===== config.mk =====
export PLATFORM = sky130hd
export DESIGN_NAME = ace_snoop_responder
export DESIGN_NICKNAME = d
export VERILOG_FILES = /design/src/rtl/ccu_ctrl_pkg.sv /design/src/rtl/ace_snoop_responder.sv
export SDC_FILE = /design/constraint.sdc
export NUM_CORES = 1
export LEC_CHECK = 0
export CORE_UTILIZATION = 42
export CTS_CLUSTER_DIAMETER = 200
export CTS_CLUSTER_SIZE = 12
export DETAILED_ROUTE_END_ITERATION = 10
export MAX_ROUTING_LAYER = met4
export PLACE_DENSITY = 0.77
export SYNTH_ARGS = -nofsm -noshare
export SYNTH_HDL_FRONTEND = slang
export SYNTH_SLANG_ARGS = --single-unit

===== constraint.sdc =====
create_clock -name clk_i -period 3.1 [get_ports clk_i]
set_clock_uncertainty 0.1 [all_clocks]
set_input_delay 0.62 -clock clk_i [delete_from_list [all_inputs] [get_ports clk_i]]
set_output_delay 0.62 -clock clk_i [all_outputs]
set_load 0.02 [all_outputs]

===== src/rtl/ccu_ctrl_pkg.sv =====
// Shared snoop-side types: opcodes, CR response bit positions, channel structs and the response/update decode.
package ccu_ctrl_pkg;

    typedef enum logic [3:0] {
        SNP_READ_ONCE             = 4'b0000,
        SNP_READ_SHARED           = 4'b0001,
        SNP_READ_CLEAN            = 4'b0010,
        SNP_READ_NOT_SHARED_DIRTY = 4'b0011,
        SNP_READ_UNIQUE           = 4'b0111,
        SNP_CLEAN_SHARED          = 4'b1000,
        SNP_CLEAN_INVALID         = 4'b1001,
        SNP_MAKE_INVALID          = 4'b1101
    } snoop_op_e;

    localparam int unsigned CR_DATA_TRANSFER = 0;
    localparam int unsigned CR_ERROR         = 1;
    localparam int unsigned CR_PASS_DIRTY    = 2;
    localparam int unsigned CR_IS_SHARED     = 3;
    localparam int unsigned CR_WAS_UNIQUE    = 4;

    typedef enum logic [2:0] {
        ST_IDLE, ST_LOOKUP, ST_WAIT_LKP, ST_SEND_CR, ST_SEND_CD, ST_UPDATE
    } snoop_state_e;

    typedef struct packed {
        logic [63:0] addr;
        logic [3:0]  snoop;
    } ac_chan_t;

    typedef struct packed {
        logic [4:0] resp;
    } cr_chan_t;

    typedef struct packed {
        logic [63:0] data;
        logic        last;
    } cd_chan_t;

    // Returns {resp[4:0], upd_inval, upd_clean, upd_shared}; misses and unknown codes yield all zero.
    function automatic logic [7:0] snoop_resp(input logic [3:0] snoop, input logic hit,
                                              input logic dirty, input logic shared);
        logic [4:0] resp;
        logic       inval;
        logic       clean;
        logic       shd;
        resp  = '0;
        inval = 1'b0;
        clean = 1'b0;
        shd   = 1'b0;
        if (hit) begin
            resp[CR_WAS_UNIQUE] = !shared;
            case (snoop)
                SNP_READ_ONCE: begin
                    resp[CR_DATA_TRANSFER] = 1'b1;
                    resp[CR_IS_SHARED]     = 1'b1;
                end
                SNP_READ_SHARED, SNP_READ_CLEAN, SNP_READ_NOT_SHARED_DIRTY: begin
                    resp[CR_DATA_TRANSFER] = 1'b1;
                    resp[CR_IS_SHARED]     = 1'b1;
                    resp[CR_PASS_DIRTY]    = dirty;
                    shd   = 1'b1;
                    clean = dirty;
                end
                SNP_READ_UNIQUE: begin
                    resp[CR_DATA_TRANSFER] = 1'b1;
                    resp[CR_PASS_DIRTY]    = dirty;
                    inval = 1'b1;
                end
                SNP_CLEAN_SHARED: begin
                    resp[CR_DATA_TRANSFER] = dirty;
                    resp[CR_PASS_DIRTY]    = dirty;
                    resp[CR_IS_SHARED]     = 1'b1;
                    clean = dirty;
                end
                SNP_CLEAN_INVALID: begin
                    resp[CR_DATA_TRANSFER] = dirty;
                    resp[CR_PASS_DIRTY]    = dirty;
                    inval = 1'b1;
                end
                SNP_MAKE_INVALID: inval = 1'b1;
                default: resp = '0;
            endcase
        end
        return {resp, inval, clean, shd};
    endfunction

endpackage


===== src/rtl/ace_snoop_responder.sv =====
// Cache-side ACE snoop responder: AC -> dcache lookup -> CR -> CD line beats -> line state update.
// Build option ACE_SNOOP_CRITICAL_WORD_FIRST_EN starts the CD burst at the addressed word.
module ace_snoop_responder
    import ccu_ctrl_pkg::*;
#(
    parameter int unsigned DcacheLineWidth = 128,
    parameter int unsigned AxiDataWidth    = 64,
    parameter int unsigned AddrWidth       = 64,
    parameter type         snoop_ac_t      = ccu_ctrl_pkg::ac_chan_t,
    parameter type         snoop_cr_t      = ccu_ctrl_pkg::cr_chan_t,
    parameter type         snoop_cd_t      = ccu_ctrl_pkg::cd_chan_t
) (
    input  logic                       clk_i,
    input  logic                       rst_ni,
    input  snoop_ac_t                  ac_i,
    input  logic                       ac_valid_i,
    output logic                       ac_ready_o,
    output snoop_cr_t                  cr_o,
    output logic                       cr_valid_o,
    input  logic                       cr_ready_i,
    output snoop_cd_t                  cd_o,
    output logic                       cd_valid_o,
    input  logic                       cd_ready_i,
    output logic                       lkp_req_o,
    input  logic                       lkp_gnt_i,
    output logic [AddrWidth-1:0]       lkp_addr_o,
    input  logic                       lkp_valid_i,
    input  logic                       lkp_hit_i,
    input  logic                       lkp_dirty_i,
    input  logic                       lkp_shared_i,
    input  logic [DcacheLineWidth-1:0] lkp_data_i,
    output logic                       upd_valid_o,
    input  logic                       upd_ready_i,
    output logic                       upd_inval_o,
    output logic                       upd_clean_o,
    output logic                       upd_shared_o
);

    localparam int unsigned Words = DcacheLineWidth / AxiDataWidth;
    localparam int unsigned CntW  = $clog2(Words);
    localparam int unsigned OffW  = $clog2(DcacheLineWidth / 8);
    localparam logic [CntW-1:0] LastCnt = CntW'(Words - 1);

    snoop_state_e                          state_q, state_d;
    logic [AddrWidth-1:0]                  addr_q;
    logic [3:0]                            snoop_q;
    logic [4:0]                            resp_q;
    logic [2:0]                            upd_q;
    logic [Words-1:0][AxiDataWidth-1:0]    line_q;
    logic [CntW-1:0]                       cnt_q;
    logic [CntW-1:0]                       word_idx;
    logic                                  last_beat;

    assign last_beat = (cnt_q == LastCnt);

`ifdef ACE_SNOOP_CRITICAL_WORD_FIRST_EN
    localparam int unsigned     BeatOffW = $clog2(AxiDataWidth / 8);
    localparam logic [CntW:0]   WordsW   = (CntW + 1)'(Words);
    logic [CntW-1:0] start_q;
    logic [CntW:0]   idx_sum;

    always_ff @(posedge clk_i or negedge rst_ni) begin
        if (!rst_ni) begin
            start_q <= '0;
        end else if (state_q == ST_IDLE && ac_valid_i) begin
            start_q <= ac_i.addr[OffW-1:BeatOffW];
        end
    end

    // Beat counter stays 0-based so last is unaffected; only the word selection rotates.
    assign idx_sum  = {1'b0, cnt_q} + {1'b0, start_q};
    assign word_idx = (idx_sum >= WordsW) ? CntW'(idx_sum - WordsW) : CntW'(idx_sum);
`else
    assign word_idx = cnt_q;
`endif

    always_ff @(posedge clk_i or negedge rst_ni) begin
        if (!rst_ni) begin
            state_q <= ST_IDLE;
        end else begin
            state_q <= state_d;
        end
    end

    always_comb begin
        state_d = state_q;
        case (state_q)
            ST_IDLE:     if (ac_valid_i)  state_d = ST_LOOKUP;
            ST_LOOKUP:   if (lkp_gnt_i)   state_d = ST_WAIT_LKP;
            ST_WAIT_LKP: if (lkp_valid_i) state_d = ST_SEND_CR;
            ST_SEND_CR: begin
                if (cr_ready_i) begin
                    if (resp_q[CR_DATA_TRANSFER]) state_d = ST_SEND_CD;
                    else if (upd_q != 3'b000)     state_d = ST_UPDATE;
                    else                          state_d = ST_IDLE;
                end
            end
            ST_SEND_CD: begin
                if (cd_ready_i && last_beat) begin
                    state_d = (upd_q != 3'b000) ? ST_UPDATE : ST_IDLE;
                end
            end
            ST_UPDATE:   if (upd_ready_i) state_d = ST_IDLE;
            default:     state_d = ST_IDLE;
        endcase
    end

    always_comb begin
        ac_ready_o   = 1'b0;
        lkp_req_o    = 1'b0;
        lkp_addr_o   = '0;
        cr_valid_o   = 1'b0;
        cr_o         = '0;
        cd_valid_o   = 1'b0;
        cd_o         = '0;
        upd_valid_o  = 1'b0;
        upd_inval_o  = 1'b0;
        upd_clean_o  = 1'b0;
        upd_shared_o = 1'b0;
        case (state_q)
            ST_IDLE:   ac_ready_o = 1'b1;
            ST_LOOKUP: begin
                lkp_req_o  = 1'b1;
                lkp_addr_o = {addr_q[AddrWidth-1:OffW], {OffW{1'b0}}};
            end
            ST_SEND_CR: begin
                cr_valid_o = 1'b1;
                cr_o.resp  = resp_q;
            end
            ST_SEND_CD: begin
                cd_valid_o = 1'b1;
                cd_o.data  = line_q[word_idx];
                cd_o.last  = last_beat;
            end
            ST_UPDATE: begin
                upd_valid_o = 1'b1;
                {upd_inval_o, upd_clean_o, upd_shared_o} = upd_q;
            end
            default: ;
        endcase
    end

    always_ff @(posedge clk_i or negedge rst_ni) begin
        if (!rst_ni) begin
            addr_q  <= '0;
            snoop_q <= '0;
            resp_q  <= '0;
            upd_q   <= '0;
            line_q  <= '0;
            cnt_q   <= '0;
        end else begin
            if (state_q == ST_IDLE && ac_valid_i) begin
                addr_q  <= ac_i.addr;
                snoop_q <= ac_i.snoop;
                cnt_q   <= '0;
            end
            if (state_q == ST_WAIT_LKP && lkp_valid_i) begin
                {resp_q, upd_q} <= snoop_resp(snoop_q, lkp_hit_i, lkp_dirty_i, lkp_shared_i);
                line_q          <= lkp_data_i;
            end
            if (state_q == ST_SEND_CD && cd_ready_i) begin
                cnt_q <= last_beat ? '0 : cnt_q + 1'b1;
            end
        end
    end

endmodule


After elaboration in Yosys (flattened, before gate mapping)
Index checks and enable logic that the tools add are counted.

storage, ports and cells
  bits in registers = 208
  input port bits = 207
  output and inout port bits = 142
  logic and storage cells = 82

operators by class
  add/sub/neg operators = 1
  $lt $le $gt $ge = 1
  equality and inequality tests = 18
  muxes and demuxes = 36
  reduce and logical (&&, ||, !) cells = 18

operator list
  operator                                                         number
  64-bit two-way mux                                               3
  65-bit two-way mux                                               1
  3-bit two-way mux                                                8
  1-bit two-way mux                                                20
  3-bit case mux with 6 select lines                               1
  4-bit == test, second input constant                             3
  2-bit inequality test, second input constant                     6
  5-bit two-way mux                                                2
  5-bit OR reduction                                               2
  4-bit by 2-bit == test with 1-bit output, second input constant  2
  8-bit OR reduction                                               1
  3-bit by 2-bit == test with 1-bit output, second input constant  2
  3-bit == test, second input constant                             2
  6-bit AND reduction                                              1
  3-bit OR reduction                                               2
  6-bit OR reduction                                               1
  4-bit by 1-bit == test with 1-bit output, second input constant  1
  4-bit by 3-bit == test with 1-bit output, second input constant  1
  1-bit logical AND                                                4
  4-bit zero test                                                  1
  4-bit OR reduction                                               1
  3-bit by 1-bit == test with 1-bit output, second input constant  1
  3-bit zero test                                                  1
  3-bit nonzero test                                               1
  6 further kinds                                                  6

Logic depth before layout (Yosys ltp)
Gate-level depths: netlist of run 1.

  word-level depth = 5
  mapped depth = 7
  depth with buffers taken out = 5

Worst setup path before layout of run 1
Ideal clock, no wire load.

  kind = register to output
  start point = reg state_q[1]
  end point = out cd_o[10] in the netlist's numbering
  data arrival time = 1.549 ns
  required time = 2.380 ns
  setup slack = 0.831 ns
  cell stages (with the launch flop) = 6
  buffers on the path = 3
  cells stage by stage = dfrtp_1 > buf_4 > or3b_1 > buf_2 > buf_2 > nor2_1

RTL lines
  what                    line                       source
  from (decl)             ace_snoop_responder.sv:44  snoop_state_e state_q, state_d;
  from (signal assigned)  ace_snoop_responder.sv:81  state_q <= state_d;
  to (decl)               ace_snoop_responder.sv:21  output snoop_cd_t cd_o,

Final worst setup path of run 1
  start point = reg state_q[1]
  end point = out lkp_addr_o[25]

on the way
  word-level cells in the longest chain between the ends = 2

RTL lines
  what                                      line                        source
  3-bit by 1-bit == test with 1-bit output  ace_snoop_responder.sv:120  case (state_q)
  64-bit two-way mux                        ace_snoop_responder.sv:120
  to (decl)                                 ace_snoop_responder.sv:26   output logic [AddrWidth-1:0] lkp_addr_o,

Every way passes these cells.

==> results.json, run 1 <==
{
  "finalCritPeriodShare": 0.967,
  "worstSetupPathType": "reg2out",
  "synth_ff_type": "dfrtp_1",
  "cts-buffers-inserted": 20,
  "tightest_slew_ns": 0.653,
  "synth_top_area_share": 0.544,
  "io_buffers": 339,
  "die-area_sq_um": 22800,
  "worst_slack_ns": 0.101,
  "drtIter0Drc": 211,
  "grt_setup_unrepaired": "false",
  "dieHeight_microns": 151,
  "cts_sinks": 203,
  "cts-root-buf": "clkbuf_16",
  "synth_edf_count": 0,
  "grt_pass1_wl_microns": 39600,
  "pre_cts_slack_ns": 0.379,
  "wire_per_inst_microns": 16.1,
  "synth_top_area_cell": "dfrtp_1",
  "ios": 349,
  "final-max-slew-violation-count": 0,
  "routed_wl_microns": 25500,
  "post_cts_buffers": 0,
  "synth_area_per_cell_sq_um": 9.45,
  "ant_nets": 0,
  "initial_core_util": 0.428,
  "combPwrFrac": 0.435,
  "drt_first_pass_iters": 4,
  "postSynthRegisterBits": 203,
  "relSlewSlack": 0.563,
  "arrival_ns": 2.28,
  "cts_hold_buf": 0,
  "viasPerCell": 4.84,
  "synth.cell_area_sq_um": 9340,
  "cts.clk_slew.worst_paths_ns": 0.06,
  "p_int_w": 0.00756,
  "slowest_delay_ns": 0.43,
  "cp_max_fo": 30,
  "cp.required_ns": 2.38,
  "synth_area_leaders": "dfrtp_1 54%, nand2_1 16%, mux2i_1 7.0%, mux2_2 6.5%, and2_1 4.2%",
  "core-area_sq_um": 21800,
  "end_kind": "output pin",
  "gp_congestion": 0.803,
  "switchingPower_w": 0.00450,
  "die_x_microns": 151,
  "clkPwrFrac": 0.179,
  "vias": 7691,
  "placementRows": 54,
  "tritoncts": "done",
  "finalSetupViolCount": 0,
  "pwr-share-seq": 0.386,
  "grt_pass1_vias": 7551,
  "slowest_stage": "dfrtp_1",
  "yosysMostFrequentCell": "nand2_1",
  "grt_overflow": 0,
  "nets": 1515,
  "yosysWarningCount": 0,
  "swShare": 0.373,
  "worstPathCellList": "and2b_2 -> and2b_2 -> bufbuf_16 -> and2_1 -> dlygate4sd2_1",
  "cts.htree.levels": 1,
  "clk_path_buf_depth": 3,
  "max_cap_violations": 0,
  "fin_hold_ws_ns": 0.00120,
  "stdcell_count": 1590,
  "min-delay-path-class": "in2async",
  "yosysSeqAreaShare": 0.544,
  "status": "finished, final reports clean",
  "p_per_area_nw_per_um2": 897,
  "grt_max_degree": 70,
  "fmax_mhz": 333,
  "hpwl_microns": 17800,
  "p_leak_nw": 6.65,
  "drc": 0,
  "clkLatencyLatePin_ns": 0.49,
  "hold_viol": 0,
  "startpoint_type": "register",
  "synthTopCellsByCount": "399 x nand2_1, 203 x dfrtp_1, 68 x nor2_1, 65 x mux2i_1, 63 x and2_1",
  "synthArstFlopShare": 1.00,
  "synth_cell_types": 37,
  "min_period_ns": 3.00,
  "crit_top_cell": "and2b_2",
  "dpl.cell_count": 1565,
  "syn_inst": 989,
  "worst_ir_drop_vdd_mv": 0.562,
  "antenna_found_initial": 0,
  "drive_above_1_share": 0.0802,
  "grt_usage": 0.228,
  "areaGrowthSynthToFinish_pct": 44.0,
  "setup_tns_ns": 0
}
[kinds of logic after synthesis]
group / share of synthesized area
AOI/OAI and AO/OA: 0.0154
xor gates and xnor gates: 0.000938
other: 0.000401
muxes: 0.146
DFF: 0.544
and+or+nand+nor: 0.253
buffers and inverters: 0.0407
[state kept, by name, summed over array words and instances, names as in the netlist]
register / cells
upd_q: 3
resp_q: 4
state_q: 3
line_q: 128
addr_q: 60
cnt_q: 1
snoop_q: 4
[power groups by stage]
| stage | clock [W] | combinational [W] | sequential (W) |
|---|---|---|---|
| after detailed placement | 0 | 0.00550 | 0.00470 |
| after floorplan | 0 | 0.00362 | 0.00441 |
| after global placement | 0 | 0.00539 | 0.00461 |
| after CTS | 0.00222 | 0.00531 | 0.00466 |
| final | 0.00216 | 0.00525 | 0.00465 |
| after global routing | 0.00232 | 0.00575 | 0.00481 |
[through the flow]
| stage | total power (W) | instance area [sq um] | utilization |
|---|---|---|---|
| after floorplan | 0.00803 | 9360 | - |
| after global placement | 0.0100 | 13000 | 0.597 |
| after detailed placement | 0.0102 | 13000 | 0.597 |
| after CTS | 0.0122 | 13400 | 0.616 |
| after global routing | 0.0129 | 13400 | 0.616 |
| final | 0.0121 | 13400 | 0.616 |
[placed cells by master, fill, tap and decap left out, types with 2 or more instances in the layout]
cell type	n
a21oi_1	2
and2_1	62
and2b_2	2
and3_1	7
buf_12	10
buf_4	9
clkbuf_1	2
clkbuf_16	21
clkdlybuf4s50_1	213
conb_1	5
dfrtp_1	202
dlygate4sd2_1	122
dlymetal6s2s_1	2
inv_1	2
mux2_1	9
mux2_2	54
mux2i_1	65
nand2_1	399
nand2b_1	5
nand3_1	4
nand3b_1	4
nor2_1	68
nor2b_1	2
nor3_1	2
o211ai_1	3
o21ai_0	10
o21ai_1	3
[cell type report]
cell class / instances / area [sq um]
diodes: 1 / 2.50
clock buffers: 23 / 533
fillers: 1902 / 8380
inverters: 3 / 11.3
multi-input cells: 720 / 3910
flip-flops and latches: 203 / 5080
well taps: 280 / 350
repair buffers: 360 / 3560
[critical path: cells and delay by family, from the launching register on]
kind,cells,cell delay [ns]
flip-flops,1,0.43
buffers and inverters,2,0.69
AND/OR/NAND/NOR,3,0.66
[layer usage]
| metal | wire length [microns] | up-vias | track usage | part of all wire |
|---|---|---|---|---|
| li1 | - | 3746 | - | - |
| met1 | 10900 | 3690 | 0.287 | 0.43 |
| met2 | 12700 | 205 | 0.376 | 0.50 |
| met3 | 1300 | 50 | 0.0377 | 0.051 |
| met4 | 656 | 0 | 0.0715 | 0.026 |
| met5 | 0 | - | - | 0 |
[final timing paths]
check,cells past startpoint,start,slack [ns],endpoint
max in group asynchronous,2,rst_ni,2.07,line_q[26]
setup / recovery,5,state_q[1],0.10,lkp_addr_o[25]
hold / removal,1,rst_ni,0.001,addr_q[14]
min in group clk_i,2,line_q[48],0.37,line_q[48]
hold reg to reg,2,line_q[48],0.37,line_q[48]
setup reg to reg,6,state_q[1],0.90,line_q[84]
[repair_timing]
action	CTS	global route
gates cloned	1	0
endpoints found under the setup margin	124	3
resized for setup	126	4
Note: power is estimated with default switching activity, not from simulation.
==> run 2, diff against run 1 <==
- SLEW_MARGIN: default -> 20
==> results of run 2 <==
The final DEF is identical to that of run 1; final timing and power are the same.
==> run 3, diff against run 2 <==
- ABC_CLOCK_PERIOD_IN_PS: default -> 3100
- CAP_MARGIN: default -> 20
- GPL_ROUTABILITY_DRIVEN: default -> 0
==> results of run 3 <==
The final DEF is identical to that of run 1; final timing and power are the same.
